**src/rtl/io_display_driver.sv**
```systemverilog
// io_display_driver: memory-mapped driver for the eight DE2 seven-segment displays.
// A CPU write of a 32-bit value is shown either in decimal (sequential double-dabble,
// one bit per cycle) or in hexadecimal. Writes that arrive while a conversion is in
// flight land in a one-entry pending buffer (last write wins).
//
// Ports:
//   clk        system clock, rising edge
//   rst        asynchronous active-high reset
//   wr_en      write strobe
//   wr_data    value to display
//   wr_hex     display mode sampled with wr_en (0 decimal, 1 hexadecimal)
//   busy       high while a conversion is in progress (registered)
//   done       one-cycle pulse in the cycle after the displays update (registered)
//   HEX0..HEX7 segment outputs, bit0 = a .. bit6 = g, HEX0 least significant digit
module io_display_driver #(
  parameter bit SEG_ACTIVE_LOW = 1'b1
) (
  input  logic        clk,
  input  logic        rst,
  input  logic        wr_en,
  input  logic [31:0] wr_data,
  input  logic        wr_hex,
  output logic        busy,
  output logic        done,
  output logic [6:0]  HEX0,
  output logic [6:0]  HEX1,
  output logic [6:0]  HEX2,
  output logic [6:0]  HEX3,
  output logic [6:0]  HEX4,
  output logic [6:0]  HEX5,
  output logic [6:0]  HEX6,
  output logic [6:0]  HEX7
);

  typedef enum logic [1:0] {StIdle, StConv, StFinish} state_e;

  // Symbolic digit codes: 0..15 are hex digits, then blank and dash.
  localparam logic [4:0] CodeBlank = 5'd16;
  localparam logic [4:0] CodeDash  = 5'd17;
  localparam logic [6:0] SegBlank  = SEG_ACTIVE_LOW ? 7'h7F : 7'h00;

  function automatic logic [6:0] seg_of(input logic [4:0] code);
    logic [6:0] s;
    case (code)
      5'd0:    s = 7'h40;
      5'd1:    s = 7'h79;
      5'd2:    s = 7'h24;
      5'd3:    s = 7'h30;
      5'd4:    s = 7'h19;
      5'd5:    s = 7'h12;
      5'd6:    s = 7'h02;
      5'd7:    s = 7'h78;
      5'd8:    s = 7'h00;
      5'd9:    s = 7'h10;
      5'd10:   s = 7'h08;
      5'd11:   s = 7'h03;
      5'd12:   s = 7'h46;
      5'd13:   s = 7'h21;
      5'd14:   s = 7'h06;
      5'd15:   s = 7'h0E;
      5'd16:   s = 7'h7F;
      default: s = 7'h3F;
    endcase
    return SEG_ACTIVE_LOW ? s : ~s;
  endfunction

  state_e      state_q, state_d;
  logic [31:0] bin_q, bin_d;
  logic [39:0] bcd_q, bcd_d;
  logic [4:0]  cnt_q, cnt_d;
  logic        hex_mode_q, hex_mode_d;
  logic        pend_valid_q, pend_valid_d;
  logic [31:0] pend_data_q, pend_data_d;
  logic        pend_hex_q, pend_hex_d;
  logic        busy_q, done_q, done_d;
  logic        load_disp;
  logic [6:0]  seg_q [8];

  // Conversion start request shared by IDLE and the FINISH restart path.
  logic        start_en;
  logic [31:0] start_data;
  logic        start_hex;

  logic [39:0] bcd_adj;
  logic [71:0] shifted;

  always_comb begin
    state_d      = state_q;
    bin_d        = bin_q;
    bcd_d        = bcd_q;
    cnt_d        = cnt_q;
    hex_mode_d   = hex_mode_q;
    pend_valid_d = pend_valid_q;
    pend_data_d  = pend_data_q;
    pend_hex_d   = pend_hex_q;
    done_d       = 1'b0;
    load_disp    = 1'b0;
    start_en     = 1'b0;
    start_data   = wr_data;
    start_hex    = wr_hex;
    bcd_adj      = bcd_q;
    shifted      = '0;

    for (int i = 0; i < 10; i++) begin
      if (bcd_q[4*i +: 4] >= 4'd5) begin
        bcd_adj[4*i +: 4] = bcd_q[4*i +: 4] + 4'd3;
      end
    end

    case (state_q)
      StIdle: begin
        start_en = wr_en;
      end
      StConv: begin
        shifted = {bcd_adj, bin_q} << 1;
        bcd_d   = shifted[71:32];
        bin_d   = shifted[31:0];
        if (cnt_q == 5'd31) begin
          state_d = StFinish;
        end else begin
          cnt_d = cnt_q + 5'd1;
        end
        if (wr_en) begin
          pend_valid_d = 1'b1;
          pend_data_d  = wr_data;
          pend_hex_d   = wr_hex;
        end
      end
      StFinish: begin
        load_disp = 1'b1;
        done_d    = 1'b1;
        if (pend_valid_q) begin
          start_en     = 1'b1;
          start_data   = pend_data_q;
          start_hex    = pend_hex_q;
          pend_valid_d = wr_en;
          if (wr_en) begin
            pend_data_d = wr_data;
            pend_hex_d  = wr_hex;
          end
        end else if (wr_en) begin
          // A write landing on the FINISH edge with an empty buffer starts
          // straight away rather than taking an extra trip through IDLE.
          start_en = 1'b1;
        end else begin
          state_d = StIdle;
        end
      end
      default: state_d = StIdle;
    endcase

    if (start_en) begin
      bin_d      = start_data;
      bcd_d      = '0;
      cnt_d      = '0;
      hex_mode_d = start_hex;
      state_d    = start_hex ? StFinish : StConv;
    end
  end

  // Display formatting, evaluated from the finished conversion state.
  logic [4:0] code [8];
  logic       seen;

  always_comb begin
    seen = 1'b0;
    for (int i = 0; i < 8; i++) begin
      code[i] = CodeBlank;
    end
    if (hex_mode_q) begin
      for (int i = 0; i < 8; i++) begin
        code[i] = {1'b0, bin_q[4*i +: 4]};
      end
    end else if (bcd_q[39:32] != 8'd0) begin
      for (int i = 0; i < 8; i++) begin
        code[i] = CodeDash;
      end
    end else begin
      // Walk from the most significant digit; blank until the first nonzero.
      for (int i = 7; i >= 1; i--) begin
        if (bcd_q[4*i +: 4] != 4'd0) begin
          seen = 1'b1;
        end
        code[i] = seen ? {1'b0, bcd_q[4*i +: 4]} : CodeBlank;
      end
      code[0] = {1'b0, bcd_q[3:0]};
    end
  end

  always_ff @(posedge clk or posedge rst) begin
    if (rst) begin
      state_q      <= StIdle;
      bin_q        <= '0;
      bcd_q        <= '0;
      cnt_q        <= '0;
      hex_mode_q   <= 1'b0;
      pend_valid_q <= 1'b0;
      pend_data_q  <= '0;
      pend_hex_q   <= 1'b0;
      busy_q       <= 1'b0;
      done_q       <= 1'b0;
      for (int i = 0; i < 8; i++) begin
        seg_q[i] <= SegBlank;
      end
    end else begin
      state_q      <= state_d;
      bin_q        <= bin_d;
      bcd_q        <= bcd_d;
      cnt_q        <= cnt_d;
      hex_mode_q   <= hex_mode_d;
      pend_valid_q <= pend_valid_d;
      pend_data_q  <= pend_data_d;
      pend_hex_q   <= pend_hex_d;
      busy_q       <= (state_d != StIdle);
      done_q       <= done_d;
      if (load_disp) begin
        for (int i = 0; i < 8; i++) begin
          seg_q[i] <= seg_of(code[i]);
        end
      end
    end
  end

  assign busy = busy_q;
  assign done = done_q;
  assign HEX0 = seg_q[0];
  assign HEX1 = seg_q[1];
  assign HEX2 = seg_q[2];
  assign HEX3 = seg_q[3];
  assign HEX4 = seg_q[4];
  assign HEX5 = seg_q[5];
  assign HEX6 = seg_q[6];
  assign HEX7 = seg_q[7];

endmodule
```
**config.mk**
```make
export PLATFORM = sky130hd
export DESIGN_NAME = io_display_driver
export DESIGN_NICKNAME = d
export VERILOG_FILES = /design/src/rtl/io_display_driver.sv
export SDC_FILE = /design/constraint.sdc
export NUM_CORES = 1
export LEC_CHECK = 0
export ABC_AREA = 1
export CORE_ASPECT_RATIO = 0.7
export CORE_UTILIZATION = 54
export CTS_BUF_LIST = sky130_fd_sc_hd__clkbuf_4 sky130_fd_sc_hd__clkbuf_8
export DETAILED_ROUTE_END_ITERATION = 7
export PLACE_DENSITY = 0.79
export SYNTH_ARGS = -nofsm -noshare
export SYNTH_HDL_FRONTEND = slang
export SYNTH_SLANG_ARGS = --single-unit
```
**constraint.sdc**
```tcl
create_clock -name clk -period 5.35 [get_ports clk]
set_clock_uncertainty 0.2 [all_clocks]
set_input_delay 0.535 -clock clk [delete_from_list [all_inputs] [get_ports clk]]
set_output_delay 0.535 -clock clk [all_outputs]
set_load 0.005 [all_outputs]
```
After elaboration in Yosys (flattened, before gate mapping) --
Memory sizes are Yosys's and may differ from the RTL's. A register that Yosys moved wholly into a read port is not among the register bits. Index checks and enable logic that the tools add are counted. W data, S select, Z words.
Word-level totals: register bits 116, bits in read-only memories 1792, memories 8
Memories:
- (no name shown) | words 32, width 7, read ports 1, clocked after memory_dff 1, write ports 0, RTL line 44 | case (code)
- (no name shown) | words 32, width 7, read ports 1, clocked after memory_dff 1, write ports 0, RTL line 44
- (no name shown) | words 32, width 7, read ports 1, clocked after memory_dff 1, write ports 0, RTL line 44
- (no name shown) | words 32, width 7, read ports 1, clocked after memory_dff 1, write ports 0, RTL line 44
- (no name shown) | words 32, width 7, read ports 1, clocked after memory_dff 1, write ports 0, RTL line 44
- (no name shown) | words 32, width 7, read ports 1, clocked after memory_dff 1, write ports 0, RTL line 44
- 2 more memories
Cells by class: add/sub/neg operators 11, order comparisons 10, eq/ne operators 6, mux-type cells 70, reduce and logical (&&, ||, !) cells 15
Operators by type and width (number):
- $mux W32 | 6
- $mux W40 | 4
- $pmux W32 S2 | 1
- $mux W5 | 10
- $ge A4 B3 Y1 const B | 10
- $add A4 B2 Y4 const B | 9
- $mux W4 | 9
- $mux W1 | 30
- $reduce_bool A4 Y1 | 7
- $mux W2 | 5
- $reduce_bool A8 Y1 | 1
- $ne A2 B2 Y1 const B | 3
- $pmux W1 S2 | 3
- $pmux W2 S3 | 1
- $reduce_and A2 Y1 | 3
- $reduce_bool A2 Y1 | 3
- $add A5 B1 Y5 const B | 1
- $eq A5 B5 Y1 const B | 1
- $add A3 B2 Y3 const B | 1
- $mux W3 | 1
- $eq A2 B1 Y1 const B | 1
- $eq A2 B2 Y1 const B | 1
- $logic_not A2 Y1 | 1

Longest topological paths before layout --
Gate-level depths: netlist of run 1.
depth in word-level cells 25, depth in mapped cells 17, mapped depth without buffers 17

Worst setup path before layout of run 1 --
OpenSTA, ideal clock, no wires.
path type register to register, start register bcd_q[32], end register seg_q (netlist bit HEX3[0]), library setup time 80 ps, data arrival time 2286 ps, required time 5070 ps, slack 2785 ps, stages on the path, launching flop included 15, path buffers 1, path through dfrtp_1 -> inv_1 -> ha_1 -> nand2_2 -> nor2_4 -> nand3_4 -> nor2_8 -> buf_4 -> nand3_1 -> o21ai_0 -> inv_1 -> ha_1 -> o21ai_0 -> a21oi_1 -> o22a_1
Between the ends: cells in the longest elaborated chain, start to end 3
Ends and longest elaborated chain:
- start: declaration | RTL line 69 | logic [39:0] bcd_q, bcd_d;
- start signal: assignment | RTL line 194 | bcd_q <= '0;
- start signal: assignment | RTL line 208 | bcd_q <= bcd_d;
- $reduce_bool A8 Y1 | RTL line 174 | end else if (bcd_q[39:32] != 8'd0) begin
- $mux W40 | RTL line 174
- $mux W40 | RTL line 170 | if (hex_mode_q) begin
- end: declaration | RTL line 77 | logic [6:0] seg_q [8];
No other way between the ends. A chain may end at the register's enable or synchronous reset.

Final worst setup path of run 1 --
start register hex_mode_q, end register seg_q (netlist bit HEX2[6])
Between the ends: cells in the longest elaborated chain, start to end 1
Ends and longest elaborated chain:
- start: declaration | RTL line 71 | logic hex_mode_q, hex_mode_d;
- start signal: assignment | RTL line 210 | hex_mode_q <= hex_mode_d;
- $mux W40 | RTL line 170
No other way between the ends.

==> results of run 1 <==
worst max-delay path by stage:
stage | from | end | slack, ns | cells after the start
CTS | hex_mode_q | HEX2[6] | 1.91 | 14
finish | hex_mode_q | HEX2[6] | 1.80 | 14
global placement | hex_mode_q | HEX1[1] | 1.99 | 11
global route | hex_mode_q | HEX2[6] | 1.56 | 14
detailed placement | hex_mode_q | HEX1[1] | 1.95 | 11
floorplan | rst | bcd_q[0] | 0.05 | 1
routing by layer:
metal / up-vias / share of wire (%)
met1: 4443 / 46
met5: - / 0
met3: 57 / 7.6
met4: 0 / 2.5
li1: 4515 / -
met2: 433 / 44
logic make-up (layout without fill, tap and decap cells):
logic type / count (synthesis) / in the layout / synth area share [%]
multiplexers: 5 / 5 / 0.539
XOR/XNOR: 12 / 12 / 1.01
adder cells (fa/ha/maj): 71 / 71 / 8.51
AO/OA/AOI/OAI: 355 / 355 / 20.5
buffers and inverters: 227 / 311 / 8.69
AND/OR/NAND/NOR: 458 / 458 / 18.9
flip-flops: 172 / 172 / 41.9
flip-flops by register name (all words and copies together) (netlist names):
| signal | flops |
|---|---|
| state_q | 2 |
| HEX6 | 7 |
| HEX7 | 7 |
| busy | 1 |
| HEX1 | 7 |
| bcd_q | 40 |
| done | 1 |
| HEX5 | 7 |
| cnt_q | 5 |
| pend_data_q | 32 |
| pend_valid_q | 1 |
| HEX2 | 7 |
| hex_mode_q | 1 |
| HEX3 | 7 |
| HEX4 | 7 |
| bin_q | 32 |
| HEX0 | 7 |
| pend_hex_q | 1 |
critical path, delay by kind of cell (launching register included):
family,cells,cell delay [ns]
AOI/OAI and AO/OA,2,0.30
and+or+nand+nor,6,0.97
buffers and inverters,5,1.02
DFF,1,0.81
adders and majority gates,1,0.15
layout make-up:
| class | count | area [um^2] |
|---|---|---|
| timing repair buffer | 104 | 1030 |
| multi-input combinational | 901 | 5170 |
| tap | 242 | 303 |
| inverter | 175 | 662 |
| sequential | 172 | 4370 |
| clock inverter | 13 | 186 |
| fill | 1627 | 6950 |
| clock buffer | 19 | 255 |
placed cells by master (no fill, tap or decap), types with 8 or more instances in the layout:
cell type / instances
nand2_1: 235
inv_1: 160
o21ai_0: 127
dfrtp_1: 116
clkdlybuf4s50_1: 93
nor2_1: 92
nand3_1: 82
a21oi_1: 72
ha_1: 71
dfstp_2: 56
o22ai_1: 42
o211ai_1: 27
a31oi_1: 27
clkbuf_8: 18
inv_2: 12
xor2_1: 12
nor3_1: 11
o21ai_1: 11
buf_4: 10
nand4_1: 9
nand2_2: 8
power by group:
group	internal (mW)	total, mW	leakage, nW	switching, mW
registers	1.96	2.37	2.08	0.406
logic	1.56	4.34	3.13	2.78
clock network	0.529	1.04	0.214	0.510
total	4.04	7.74	5.42	3.70
per-stage QoR:
stage / hold WS [ns] / total power [mW] / setup WS [ns] / utilization (%)
floorplan: 0.248 / 5.31 / 0.0475 / -
global placement: 0.257 / 6.50 / 1.99 / 61.0
detailed placement: 0.262 / 6.61 / 1.95 / 61.0
CTS: 0.278 / 7.68 / 1.91 / 63.3
global route: 0.306 / 8.37 / 1.56 / 63.3
finish: 0.272 / 7.74 / 1.80 / 63.3
==> results.yml, run 1 <==
detailed_routing:
  drtPass1Iterations: 8
  drt_iter0_drc: 987
  wirelength_um: 27000
  vias_per_cell: 5.81
  post_drt_wl_per_cell_um: 16.6
  num_vias: 9448
  final_antenna_net_count: 0
  drc: 0
grt:
  antenna_found_initial: 0
  track_usage_pct: 28.2
  grt_max_degree: 104
  grtUsageMet1_pct: 40.8
  grt.busiest_layer: "met2"
  grt_overflow: 0
  use_met3_pct: 5.16
  grtUsageMet2_pct: 42.7
  grt_pass1_vias: 8914
  grt_pass1_wl_um: 44900
sta:
  max_freq_mhz: 282
  rsz0062_at_grt: "no"
  setup_viol: 0
  worstMarginPinSlew_ns: 1.01
  post-route-period-util_pct: 66.3
  finalSetupTns_ns: 0
  slew_headroom_pct: 32.8
  report.final.slew_viol_count: 0
  hold_viol_final: 0
  post-route-min-period_ns: 3.55
clock_tree:
  path_clk_slew_ns: 0.09
  cts_tree: "done"
  clock_latency_ns: 0.48
  cts.sinks: 172
  clk_path_buf_depth: 2
  postCtsHoldBufs: 0
  cts-root-buf: "clkbuf_8"
  cts_max_level: 4
  cts_resized: 0
  numCtsBuffers: 17
  post-cts-setup-buffers: 0
place:
  hpwlAfterDp_um: 18700
  dp_cells: 1594
  place_area_um2: 11500
  place_congestion: 0.921
  port_buffers: 93
floorplan:
  die_w_um: 168
  row_count: 42
  dieArea_um2: 19900
  die_h_um: 118
  io_pins: 94
  coreArea_um2: 18900
  initial_core_util_pct: 55.2
logic_synthesis:
  avgSynthCellArea_um2: 8.03
  synth_common_cells: "nand2_1, inv_1, o21ai_0"
  synth.distinct_cells: 55
  synthArstFlopShare_pct: 100
  synth-edff-count: 0
  yosysMostFrequentCell: "nand2_1"
  synth_seq_cells: 172
  synth_top_area_share_pct: 27.8
  ys_top_cells_by_area: "dfrtp_1, dfstp_2, ha_1"
  syn-num-nets: 1407
  syn_inst: 1300
  ys_warn_count: 0
  mappedNetlistArea_um2: 10400
  yosysSeqAreaShare_pct: 41.9
  synth_top_area_cell: "dfrtp_1"
  synth_flop_cell: "dfrtp_1"
pwr:
  ir_worst_vdd_v: 0.000316
  p_per_area_nw_per_um2: 647
  p_leak_nw: 5.42
worst_setup_path:
  crit_arrival_ns: 3.75
  r2r-start: "hex_mode_q"
  crit_path_cell_trace: "buf_4 > inv_2 > nand2_1 > inv_1 > a21oi_1 > nand2_1 > inv_2 > ha_1 > inv_1 > nor2_1 > nand2_1 > nand2_1 > nand2_1 > a21oi_1"
  path_class: "flip-flop to flip-flop"
  required_ns: 5.55
  cpPeakStageDelay_ns: 0.81
  ff2ff_setup_slack_ns: 1.80
  start_kind: "flip-flop"
  cp-end-kind: "flip-flop"
  cpMostUsedCell: "nand2_1"
  worst-path-max-fanout: 20
  regToRegEndpoint: "HEX2[6]"
  cp_slowest_cell: "dfrtp_1"
  reg2reg_depth: 14
worst_hold_path:
  hold_path_end: "HEX6[6]"
  hold_class: "flip-flop to flip-flop"
  hp-start: "HEX6[6]"
  min_path_cells: 2
layout:
  finalInstanceArea_um2: 12000
  syn_to_final_growth_pct: 14.7
  final_cells: 1626
  finalNetCount: 1478
  antennaDiodeCount: 0
  layout-drive-gt1-share_pct: 11.1
run:
  drv_cap: 0
run_status:
  status: "complete, no violations"
No activity file was read; power rests on OpenSTA's default activity.
==> run 2: changes to the inputs <==
==> constraint.sdc (replaced) <==
create_clock -name clk -period 3.1 [get_ports clk]
set_clock_uncertainty 0.2 [all_clocks]
set_input_delay 0.31 -clock clk [delete_from_list [all_inputs] [get_ports clk]]
set_output_delay 0.31 -clock clk [all_outputs]
set_load 0.005 [all_outputs]
==> results.yml, run 2 (same netlist as run 1, synthesis figures left out) <==
grt:
  grt_pass1_wl_um: 45400
  grt_pass1_vias: 8812
  track_usage_pct: 28.5
  antenna_found_initial: 0
  grt_max_degree: 134
  grt_overflow: 0
layout:
  final_common_cell: "nand2_1"
  largest_reg_flops: 40
  layout-drive-gt1-share_pct: 12.6
  final_cell_mix: "nand2_1, inv_1, o21ai_0, dfrtp_1, clkdlybuf4s50_1"
  antennaDiodeCount: 0
  largestRegisters: "bcd_q: 40 flops, bin_q: 32 flops, pend_data_q: 32 flops"
  syn_to_final_growth_pct: 16.4
  final_cells: 1647
  top_register: "bcd_q"
  finalNetCount: 1499
worst_setup_path:
  cp_slowest_cell: "dfrtp_1"
  required_ns: 3.32
  cpMostUsedCell: "inv_1"
  path_class: "flip-flop to flip-flop"
  cp-end-kind: "flip-flop"
  worst-path-max-fanout: 5
  cpPeakStageDelay_ns: 0.40
  crit_arrival_ns: 3.17
  crit_path_cell_trace: "inv_1 > ha_1 > inv_1 > nor3_1 > nand4_2 > o21ai_0 > nand2_1 > inv_2 > ha_1 > nand3_1 > nand3_1 > nand2_1 > inv_1"
  start_kind: "flip-flop"
detailed_routing:
  vias_per_cell: 5.77
  post_drt_wl_per_cell_um: 16.6
  drc: 0
  num_vias: 9499
  drt_iter0_drc: 876
  wirelength_um: 27300
  final_antenna_net_count: 0
  drtPass1Iterations: 6
pwr:
  p_per_area_nw_per_um2: 1120
  p_leak_nw: 5.52
  ir_worst_vdd_v: 0.000524
  power_mw: 13.6
sta:
  report.final.slew_viol_count: 0
  worstMarginPinSlew_ns: 0.821
  post-route-period-util_pct: 95.3
  slew_headroom_pct: 44.8
  setup_viol: 0
  max_freq_mhz: 339
  post-route-min-period_ns: 2.95
  hold_viol_final: 0
  finalSetupTns_ns: 0
floorplan:
  row_count: 42
  coreArea_um2: 18900
  die_w_um: 168
  initial_core_util_pct: 55.2
  dieArea_um2: 19900
  die_h_um: 118
  io_pins: 94
clock_tree:
  clock_latency_ns: 0.47
  cts-root-buf: "clkbuf_8"
  numCtsBuffers: 17
  cts.sinks: 172
  clk_path_buf_depth: 2
  cts_tree: "done"
  cts_max_level: 4
  path_clk_slew_ns: 0.10
  postCtsHoldBufs: 0
run_status:
  status: "complete, no violations"
place:
  place_congestion: 0.950
  dp_cells: 1612
  port_buffers: 93
  hpwlAfterDp_um: 19100
worst_hold_path:
  hold_class: "input pin to async pin"
run:
  drv_cap: 0
run 2: path summary, 6_finish.rpt:
kind / from / end / slack [ns] / cells after the start
worst max-delay path: bcd_q[16] / HEX2[1] / 0.15 / 13
worst min-delay path: rst / pend_data_q[24] / 0.08 / 3
worst max register to register: bcd_q[16] / HEX2[1] / 0.15 / 13
worst min register to register: HEX4[6] / HEX4[6] / 0.27 / 2
max in group asynchronous: rst / bcd_q[35] / 1.86 / 3
min in group clk: wr_data[3] / pend_data_q[3] / 0.22 / 3
run 2: worst max-delay path: cells and delay by family (launching register included):
kind | cells | cell delay (ns)
flops | 1 | 0.40
compound gates | 1 | 0.29
fa+ha+maj | 2 | 0.41
simple gates | 6 | 1.24
buf+inv | 4 | 0.35
run 2: final cells by class:
cell class	count	area, um^2
clock buffer	21	277
clock inverter	11	140
fill	1578	6770
inverter	175	661
multi-input combinational	902	5200
sequential	172	4370
tap	242	303
timing repair buffer	124	1190
run 2: what timing repair did:
item                       4_1_cts  5_1_grt
hold endpoints to repair         0        0
resized for setup                0        8
setup endpoints to repair        0       20
setup buffers                    0        2
run 2: metal layers:
metal / routed length, um / GRT usage (%) / up-vias
li1: - / - / 4563
met1: 12700 / 42.9 / 4461
met2: 11900 / 41.8 / 424
met3: 2090 / 5.53 / 51
met4: 556 / 7.61 / 0
met5: 0 / 0 / -
run 2: report_power, final:
group          switching [mW]  internal (mW)  total [mW]
clock network           0.853          0.855        1.71
registers               0.672           3.38        4.05
logic                    4.93           2.91        7.84
total                    6.45           7.15        13.6
run 2: through the flow:
stage	worst slack (ns)	utilization [%]	hold slack, ns	area (um^2)
detailed placement	0.161	61.7	0.265	11700
CTS	0.146	63.9	0.0781	12100
global placement	0.226	61.7	0.257	11700
finish	0.147	64.2	0.0800	12100
floorplan	0.439	-	0.238	10400
global route	-0.000769	64.2	0.113	12100
==> run 3: changes to the inputs <==
--- a/config.mk
+++ b/config.mk
@@ -6,6 +6,7 @@
 export NUM_CORES = 1
 export LEC_CHECK = 0
 export ABC_AREA = 1
+export ABC_CLOCK_PERIOD_IN_PS = 3100
 export CORE_ASPECT_RATIO = 0.7
 export CORE_UTILIZATION = 54
 export CTS_BUF_LIST = sky130_fd_sc_hd__clkbuf_4 sky130_fd_sc_hd__clkbuf_8
==> results of run 3 <==
Final layout, timing and power as in run 2 (identical DEF).
